## src/rtl/stopwatch_pkg.sv

```systemverilog
// Shared definitions for the stopwatch core.
//   state_e      : FSM state encoding (2 bits)
//   *_MAX        : highest legal value of each fixed-limit BCD digit
//   bcd_next     : single-digit BCD increment with wrap at a given limit
package stopwatch_pkg;

   typedef enum logic [1:0] {
      ST_IDLE  = 2'd0,
      ST_RUN   = 2'd1,
      ST_PAUSE = 2'd2
   } state_e;

   localparam logic [3:0] TENTHS_MAX   = 4'd9;
   localparam logic [3:0] SEC_ONES_MAX = 4'd9;
   localparam logic [3:0] SEC_TENS_MAX = 4'd5;

   // Next value of one BCD digit: wraps to 0 once it has reached max.
   function automatic logic [3:0] bcd_next(input logic [3:0] d, input logic [3:0] max);
      return (d == max) ? 4'd0 : d + 4'd1;
   endfunction

endpackage

```

## src/rtl/sync_rise_det.sv

```systemverilog
// Input conditioner: multi-flop synchroniser followed by a delay flop and a
// rising-edge detector. Produces a one-cycle pulse per rising edge of din;
// a level held high yields exactly one pulse.
//   clk    : system clock
//   rst_n  : asynchronous active-low reset, clears every flop
//   din    : asynchronous level input
//   rise   : one-cycle pulse, high in the cycle after the synchronised edge
module sync_rise_det #(
   parameter int unsigned SYNC_STAGES = 2
) (
   input  logic clk,
   input  logic rst_n,
   input  logic din,
   output logic rise
);

   logic [SYNC_STAGES-1:0] sync_q;
   logic                   dly_q;

   always_ff @(posedge clk or negedge rst_n) begin
      if (!rst_n) begin
         sync_q <= '0;
         dly_q  <= 1'b0;
      end else begin
         sync_q <= {sync_q[SYNC_STAGES-2:0], din};
         dly_q  <= sync_q[SYNC_STAGES-1];
      end
   end

   assign rise = sync_q[SYNC_STAGES-1] & ~dly_q;

endmodule

```

## src/rtl/stopwatch_core.sv

```systemverilog
// Tenths/seconds/minutes stopwatch running in the system clock domain.
// clk_10Hz is never used as a clock: it is synchronised and edge-detected
// into a one-cycle tick, as are the two debounced buttons.
//   clk            : 100 MHz system clock
//   rst_n          : asynchronous active-low reset
//   clk_10Hz       : 10 Hz square wave, asynchronous
//   btn_start_stop : rising edge toggles run/pause (starts from idle)
//   btn_clear      : rising edge zeroes the count and stops the watch
//   tenths, sec_ones, sec_tens, min_ones : BCD display digits
//   running        : high while in RUN
//   wrap           : one-cycle pulse on MIN_MAX:59.9 -> 0:00.0
module stopwatch_core
   import stopwatch_pkg::*;
#(
   parameter int unsigned SYNC_STAGES = 2,
   parameter int unsigned MIN_MAX     = 9
) (
   input  logic       clk,
   input  logic       rst_n,
   input  logic       clk_10Hz,
   input  logic       btn_start_stop,
   input  logic       btn_clear,
   output logic [3:0] tenths,
   output logic [3:0] sec_ones,
   output logic [3:0] sec_tens,
   output logic [3:0] min_ones,
   output logic       running,
   output logic       wrap
);

   localparam logic [3:0] MIN_LIM = 4'(MIN_MAX);

   logic tick_p;
   logic ss_p;
   logic clear_p;

   state_e     state_q, state_d;
   logic [3:0] tenths_q, tenths_d;
   logic [3:0] sec_ones_q, sec_ones_d;
   logic [3:0] sec_tens_q, sec_tens_d;
   logic [3:0] min_ones_q, min_ones_d;
   logic       running_q, running_d;
   logic       wrap_q, wrap_d;

   // ------------------------------------------------------------------
   // Input conditioning
   // ------------------------------------------------------------------
   sync_rise_det #(
      .SYNC_STAGES(SYNC_STAGES)
   ) u_sync_tick (
      .clk  (clk),
      .rst_n(rst_n),
      .din  (clk_10Hz),
      .rise (tick_p)
   );

   sync_rise_det #(
      .SYNC_STAGES(SYNC_STAGES)
   ) u_sync_ss (
      .clk  (clk),
      .rst_n(rst_n),
      .din  (btn_start_stop),
      .rise (ss_p)
   );

   sync_rise_det #(
      .SYNC_STAGES(SYNC_STAGES)
   ) u_sync_clear (
      .clk  (clk),
      .rst_n(rst_n),
      .din  (btn_clear),
      .rise (clear_p)
   );

   // ------------------------------------------------------------------
   // Next state: clear beats start/stop, which beats (and swallows) a tick
   // ------------------------------------------------------------------
   always_comb begin
      state_d    = state_q;
      tenths_d   = tenths_q;
      sec_ones_d = sec_ones_q;
      sec_tens_d = sec_tens_q;
      min_ones_d = min_ones_q;
      wrap_d     = 1'b0;

      if (clear_p) begin
         state_d    = ST_IDLE;
         tenths_d   = 4'd0;
         sec_ones_d = 4'd0;
         sec_tens_d = 4'd0;
         min_ones_d = 4'd0;
      end else if (ss_p) begin
         case (state_q)
            ST_RUN:  state_d = ST_PAUSE;
            default: state_d = ST_RUN;
         endcase
      end else if (tick_p && (state_q == ST_RUN)) begin
         // Whole cascade resolved combinationally so every digit moves on one edge.
         tenths_d = bcd_next(tenths_q, TENTHS_MAX);
         if (tenths_q == TENTHS_MAX) begin
            sec_ones_d = bcd_next(sec_ones_q, SEC_ONES_MAX);
            if (sec_ones_q == SEC_ONES_MAX) begin
               sec_tens_d = bcd_next(sec_tens_q, SEC_TENS_MAX);
               if (sec_tens_q == SEC_TENS_MAX) begin
                  min_ones_d = bcd_next(min_ones_q, MIN_LIM);
                  if (min_ones_q == MIN_LIM) begin
                     wrap_d = 1'b1;
                  end
               end
            end
         end
      end

      running_d = (state_d == ST_RUN);
   end

   // ------------------------------------------------------------------
   // State and output registers
   // ------------------------------------------------------------------
   always_ff @(posedge clk or negedge rst_n) begin
      if (!rst_n) begin
         state_q    <= ST_IDLE;
         tenths_q   <= 4'd0;
         sec_ones_q <= 4'd0;
         sec_tens_q <= 4'd0;
         min_ones_q <= 4'd0;
         running_q  <= 1'b0;
         wrap_q     <= 1'b0;
      end else begin
         state_q    <= state_d;
         tenths_q   <= tenths_d;
         sec_ones_q <= sec_ones_d;
         sec_tens_q <= sec_tens_d;
         min_ones_q <= min_ones_d;
         running_q  <= running_d;
         wrap_q     <= wrap_d;
      end
   end

   assign tenths   = tenths_q;
   assign sec_ones = sec_ones_q;
   assign sec_tens = sec_tens_q;
   assign min_ones = min_ones_q;
   assign running  = running_q;
   assign wrap     = wrap_q;

   // ------------------------------------------------------------------
   // Digit range checks
   // ------------------------------------------------------------------
   a_tenths_bcd: assert property (@(posedge clk) disable iff (!rst_n)
      tenths_q <= TENTHS_MAX);
   a_sec_ones_bcd: assert property (@(posedge clk) disable iff (!rst_n)
      sec_ones_q <= SEC_ONES_MAX);
   a_sec_tens_bcd: assert property (@(posedge clk) disable iff (!rst_n)
      sec_tens_q <= SEC_TENS_MAX);
   a_min_ones_bcd: assert property (@(posedge clk) disable iff (!rst_n)
      min_ones_q <= MIN_LIM);
   a_running_match: assert property (@(posedge clk) disable iff (!rst_n)
      running_q == (state_q == ST_RUN));

endmodule
```

## config.mk

```make
export PLATFORM = sky130hd
export DESIGN_NAME = stopwatch_core
export DESIGN_NICKNAME = d
export VERILOG_FILES = /design/src/rtl/stopwatch_pkg.sv /design/src/rtl/sync_rise_det.sv /design/src/rtl/stopwatch_core.sv
export SDC_FILE = /design/constraint.sdc
export NUM_CORES = 1
export LEC_CHECK = 0
export CELL_PAD_IN_SITES_DETAIL_PLACEMENT = 0
export CELL_PAD_IN_SITES_GLOBAL_PLACEMENT = 2
export CORE_ASPECT_RATIO = 0.9
export CORE_MARGIN = 2
export CORE_UTILIZATION = 30
export DETAILED_ROUTE_END_ITERATION = 10
export GPL_TIMING_DRIVEN = 1
export PLACE_DENSITY = 0.79
export SYNTH_ARGS = -nofsm -noshare
export SYNTH_HDL_FRONTEND = slang
export SYNTH_SLANG_ARGS = --single-unit
```

## constraint.sdc

```tcl
create_clock -name clk -period 5 [get_ports clk]
set_clock_uncertainty 0.1 [all_clocks]
set_input_delay 1 -clock clk [delete_from_list [all_inputs] [get_ports clk]]
set_output_delay 1 -clock clk [all_outputs]
set_load 0.02 [all_outputs]
```

-- After elaboration in Yosys (flattened, before gate mapping)
Cells that the tools add are included.
- mux-type cells: 32
- reduce and logical (&&, ||, !) cells: 9
- bitwise operators: 6
- equal/unequal tests: 7
- add/subtract/negate cells: 4
- operator list (kind ; count):
    4-bit 2-to-1 mux ; 22
    4-bit by 1-bit adder with 4-bit output (second input constant) ; 4
    4-bit == test (second input constant) ; 3
    2-bit nonzero test ; 4
    1-bit 2-to-1 mux ; 7
    2-bit 2-to-1 mux ; 3
    5-bit AND reduction ; 1
    2-bit by 1-bit == test with 1-bit output (second input constant) ; 2
    4-bit by 3-bit == test with 1-bit output (second input constant) ; 1
    4-bit AND reduction ; 1
    1-bit bitwise AND ; 3
    1-bit NOT ; 3
    3-bit AND reduction ; 1
    2-bit by 1-bit inequality test with 1-bit output (second input constant) ; 1
    2-bit AND reduction ; 1
    1-bit logical AND ; 1
- logic and storage cells: 71
- bits of input ports: 5
- register bits after elaboration: 29

-- Logic depth before layout (Yosys ltp)
- word-level depth: 8
- mapped depth: 8
- gate-level depth less buffers: 6

-- Hierarchy
Synthesis repeated with hierarchy kept, for this count alone.
- cell total of the unflattened synthesis: 125
- area total of the unflattened synthesis: 1397.6 um2
- by module, submodules not included (module ; cells each ; instances ; seq. area each (um2) ; area an instance (um2)):
    stopwatch_core ; 113 ; 1 ; 500.5 ; 1131.1
    sync_rise_det ; 4 ; 3 ; 75.1 ; 88.8

-- Worst setup path before layout
Ideal clock, no wire load.
- path kind: flip-flop to flip-flop
- start: register tenths_q[0] (netlist: tenths[0])
- end: register min_ones_q[2] (netlist: min_ones[2])
- path slack: 3100 ps
- stages on the path, launching flop included: 7
- data arrival time: 1722 ps
- setup time: 78 ps
- cells stage by stage: dfrtp_1 > ha_1 > and3b_1 > buf_6 > nand4_4 > or4_1 > a21oi_1
- word-level cells in the longest chain between the ends: 3
- ends and longest elaborated chain (what ; RTL line ; source):
    start: declaration ; stopwatch_core.sv:38 ; logic [3:0] tenths_q, tenths_d;
    start signal: assignment ; stopwatch_core.sv:131 ; tenths_q <= tenths_d;
    4-bit == test ; stopwatch_core.sv:100 ; if (tenths_q == TENTHS_MAX) begin
    2-bit nonzero test (no line) ; n/a ;
    5-bit AND reduction (no line) ; n/a ;
    end signal: assignment ; stopwatch_core.sv:134 ; min_ones_q <= min_ones_d;
    end: declaration ; stopwatch_core.sv:41 ; logic [3:0] min_ones_q, min_ones_d;
Every way passes these cells.
A chain may end at the register's enable or synchronous reset.

-- Worst setup path in the final report
- start: register sec_ones_q[0] (netlist: sec_ones[0])
- end: output port sec_ones[0]
- RTL lines (what ; RTL line ; source):
    start: declaration ; stopwatch_core.sv:39 ; logic [3:0] sec_ones_q, sec_ones_d;
    start signal: assignment ; stopwatch_core.sv:132 ; sec_ones_q <= sec_ones_d;
    end: declaration ; stopwatch_core.sv:24 ; output logic [3:0] sec_ones,
No word-level cell between the ends.

==> results.txt <==
- Result of the run: finished, final reports clean
- The number of antenna diodes in the final layout is 0.
- The floorplan step set the die height to 67.8 um.
- Total via count in the routed design: 1001
* Max-capacitance violation count: 0
* Maximum root-to-sink buffer count: 2
- Number of endpoints failing setup at the final stage: 0
- After layout, the minimum clock period comes to 2.44 ns.
- Post-route antenna net violation count: 0
- Initial DRC count: 66
* Drt total wl: 2.57 mm
* WHS Path Cells: 0
* Residual overflow from global routing: 0
* Logic depth of the worst register-to-register path: 6
- Placer's final routability congestion estimate: 0.718
- Of the available clock period, the critical path in the final layout requires 48.7%.
- Count of port buffers added during placement: 22
- In this run the critical register-to-register path is captured at min_ones[2]$_DFFE_PN0P_.
- Slowest cell on the critical path: sky130_fd_sc_hd__clkdlybuf4s50_1
- Setup repair after global routing left no endpoint under its margin.
* CP startpoint kind: flip-flop
* H-tree Lvls: 2
- Required time worst endpoint: 3.90 ns
- Summed over its instances, the top area cell type makes up 53.5% of the synthesized netlist area.
- Post-Synthesis Mean Instance Area: 11.0 um^2
- After legalization and detailed placement, the total HPWL measured 1.86 mm.
- Layout overhead on the synthesized area: 27.4%
- For this design, the CTS-stage hold fixing added 0 buffers.
- The final hold violation count came to 0.
* CTS buffer count: 5
- The signal on the critical path passes through clkdlybuf4s50_1.
- CTS-repair resized insts: 0
- Rows: 23
- Synthesis produced a netlist with a net count of 136.
- Reported leakage power: 0.000725 uW
- Post-detailed-route wirelength per cell: 12.1 um
* Classification of the worst-slack hold path: flip-flop to flip-flop
* Clock root buffer master: sky130_fd_sc_hd__clkbuf_8
- The floorplan step set the die width to 74.9 um.
- Worst EP arrival: 1.34 ns
- Setup total negative slack on the finished layout was measured at 0 ns.
- Worst slew margin relative to its limit: 41.5%
* Cells after Synth: 123
- Gate family responsible for the most delay along the worst path: buffers and inverters
- On the worst path, the slowest cell contributes a delay of 0.63 ns.
- Synthesis inferred 29 register bits.
- TritonCTS clock tree: yes
* Non-filler cells, final: 213
- In this run the power density over the cells is 268 nW/um^2.
- Initial Util: 30.8%
* Worst-case register-to-register setup slack: 2.87 ns
- Combined global-route utilization of all metal layers: 11.7%
* Worst-Margin Slew: 0.876 ns
- In the final layout, the share of cells above drive strength 1 is 9.27%.
- The Yosys step of the flow raised 0 warnings.
- End point of the most critical hold path: u_sync_tick.sync_q[1]$_DFF_PN0_
- Post-synthesis cell type with the largest combined area: sky130_fd_sc_hd__dfrtp_1
- Fmax: 411 MHz
- Together, buffers and inverters on the worst path number 1.
* Hold path start: u_sync_tick.sync_q[0]$_DFF_PN0_
- Critical path capture point type: primary output
- Counting tap cells, the placed design contains a total of 205 instances.
- The floorplan step defined a core boundary enclosing 4400 um^2.
- Clock-pin slew reported for the worst setup and hold paths after clock tree synthesis: 0.06 ns
* Max Slew Vio Count: 0
* Maximum VDD drop: 0.000202 V
- After detailed routing, the number of remaining DRC violations is 0.
- Yosys attributes the largest share of cell area to sky130_fd_sc_hd__dfrtp_1 (53%), sky130_fd_sc_hd__ha_1 (7.4%), sky130_fd_sc_hd__a21oi_1 (4.8%).
- The number of global-route vias before repair came to 922.
- Fraction of registers with async set or reset after synthesis: 100%
- Startpoint of the worst-slack reg-to-reg timing path: tenths[1]$_DFFE_PN0P_
* Top cells by count, synth: sky130_fd_sc_hd__dfrtp_1 (29), sky130_fd_sc_hd__a21oi_1 (13), sky130_fd_sc_hd__nor2_1 (9)
* Sequential fraction of the synthesis area: 53.5%
- Total setup buffers inserted after CTS: 0
* Die area: 5080 um^2
- Primary FF master, synth: sky130_fd_sc_hd__dfrtp_1
- Clock insertion delay at the later pin of the skew report: 0.28 ns
* Total number of clock tree sinks: 29
- Io pins: 23
- Wire length of the first global-routing pass: 4.42 mm
- The worst setup path is of the flip-flop to primary output kind.
- The most common cell in the synthesized netlist is sky130_fd_sc_hd__dfrtp_1.
- Mapped Area: 1360 um^2
- Number of nets in the finished design: 163
- Largest net degree at the start of global routing: 30
- Number of antenna violations at the first check in global routing: 0
- After detailed routing, the number of vias per cell comes to 4.70.
- Yosys mapped a number of flops with a built-in enable equal to 0.
- First-pass iteration count of the detailed router: 4
* Number of distinct standard cells referenced by the synthesized netlist: 30
* Critical path peak fanout: 6
-- worst reg2reg max path: stages (launching register included) --
cell	delay (ns)
sky130_fd_sc_hd__dfrtp_1	0.42
sky130_fd_sc_hd__inv_1	0.07
sky130_fd_sc_hd__ha_1	0.12
sky130_fd_sc_hd__and3b_1	0.37
sky130_fd_sc_hd__nand4_4	0.26
sky130_fd_sc_hd__or4_1	0.57
sky130_fd_sc_hd__a21oi_1	0.15
-- routing by layer --
layer	up-vias	global-route usage, %	wire, um
met2	13	17.9	1290
li1	488	-	-
met5	-	0	0
met3	5	4.42	86
met4	0	5.36	42
met1	495	14.7	1160
-- worst max path at each step --
stage / startpoint / endpoint / slack, ns / cells after the start
global route: sec_ones[0]$_DFFE_PN0P_ / sec_ones[0] / 2.50 / 1
CTS: tenths[0]$_DFFE_PN0P_ / tenths[0] / 2.55 / 1
floorplan: tenths[0]$_DFFE_PN0P_ / min_ones[2]$_DFFE_PN0P_ / 3.10 / 6
global placement: sec_tens[2]$_DFFE_PN0P_ / sec_tens[2] / 2.86 / 1
detailed placement: tenths[0]$_DFFE_PN0P_ / tenths[0] / 2.85 / 1
finish: sec_ones[0]$_DFFE_PN0P_ / sec_ones[0] / 2.56 / 1
-- power by group --
| group | switching, uW | internal (uW) | total [uW] |
|---|---|---|---|
| Sequential | 5.13 | 243 | 248 |
| Combinational | 19.1 | 15.1 | 34.3 |
| Clock | 84.1 | 96.1 | 180 |
| Total | 108 | 354 | 463 |
-- cells in the final DEF (no fill, tap or decap), types with 4 or more instances in the layout --
cell type,netlist,final
sky130_fd_sc_hd__or3_1,5,5
sky130_fd_sc_hd__clkbuf_8,0,5
sky130_fd_sc_hd__nand2_1,7,7
sky130_fd_sc_hd__and3b_1,4,4
sky130_fd_sc_hd__nand3_1,5,5
sky130_fd_sc_hd__dfrtp_1,29,29
sky130_fd_sc_hd__inv_1,6,6
sky130_fd_sc_hd__nor2_1,9,9
sky130_fd_sc_hd__a21oi_1,13,13
sky130_fd_sc_hd__ha_1,8,8
sky130_fd_sc_hd__clkdlybuf4s50_1,0,22
sky130_fd_sc_hd__o21ai_0,8,8
sky130_fd_sc_hd__or4_1,6,6
-- registers in the layout (all words and copies together) (netlist names), 2 cells and up --
| register | cells |
|---|---|
| sec_tens | 4 |
| min_ones | 4 |
| u_sync_ss.sync_q | 2 |
| sec_ones | 4 |
| state_q | 2 |
| tenths | 4 |
| u_sync_tick.sync_q | 2 |
| u_sync_clear.sync_q | 2 |
-- final cells by class --
cell class	count	area [um^2]
repair buffers	24	235
fillers	432	2670
clock inverters	2	10.0
multi-input cells	84	586
well taps	62	77.6
clock buffers	6	72.6
inverters	6	22.5
flip-flops and latches	29	726
-- kinds of logic after synthesis --
kind of cell,count (synthesis),synth area share [%]
AND/OR/NAND/NOR,48,23.7
adder cells (fa/ha/maj),8,7.37
multiplexers,3,2.21
flip-flops,29,53.5
AO/OA/AOI/OAI,25,9.86
buffers and inverters,10,3.41
-- through the flow --
step	hold slack (ns)	area [um^2]	setup slack (ns)	util (%)	power (uW)
after floorplan	0.231	1360	3.10	-	269
after global placement	0.233	1650	2.86	37.4	287
after detailed placement	0.235	1650	2.85	37.4	288
after CTS	0.249	1730	2.55	39.3	472
after global routing	0.260	1730	2.50	39.3	487
final	0.248	1730	2.56	39.3	463
Power figures use the tool's default switching activity.
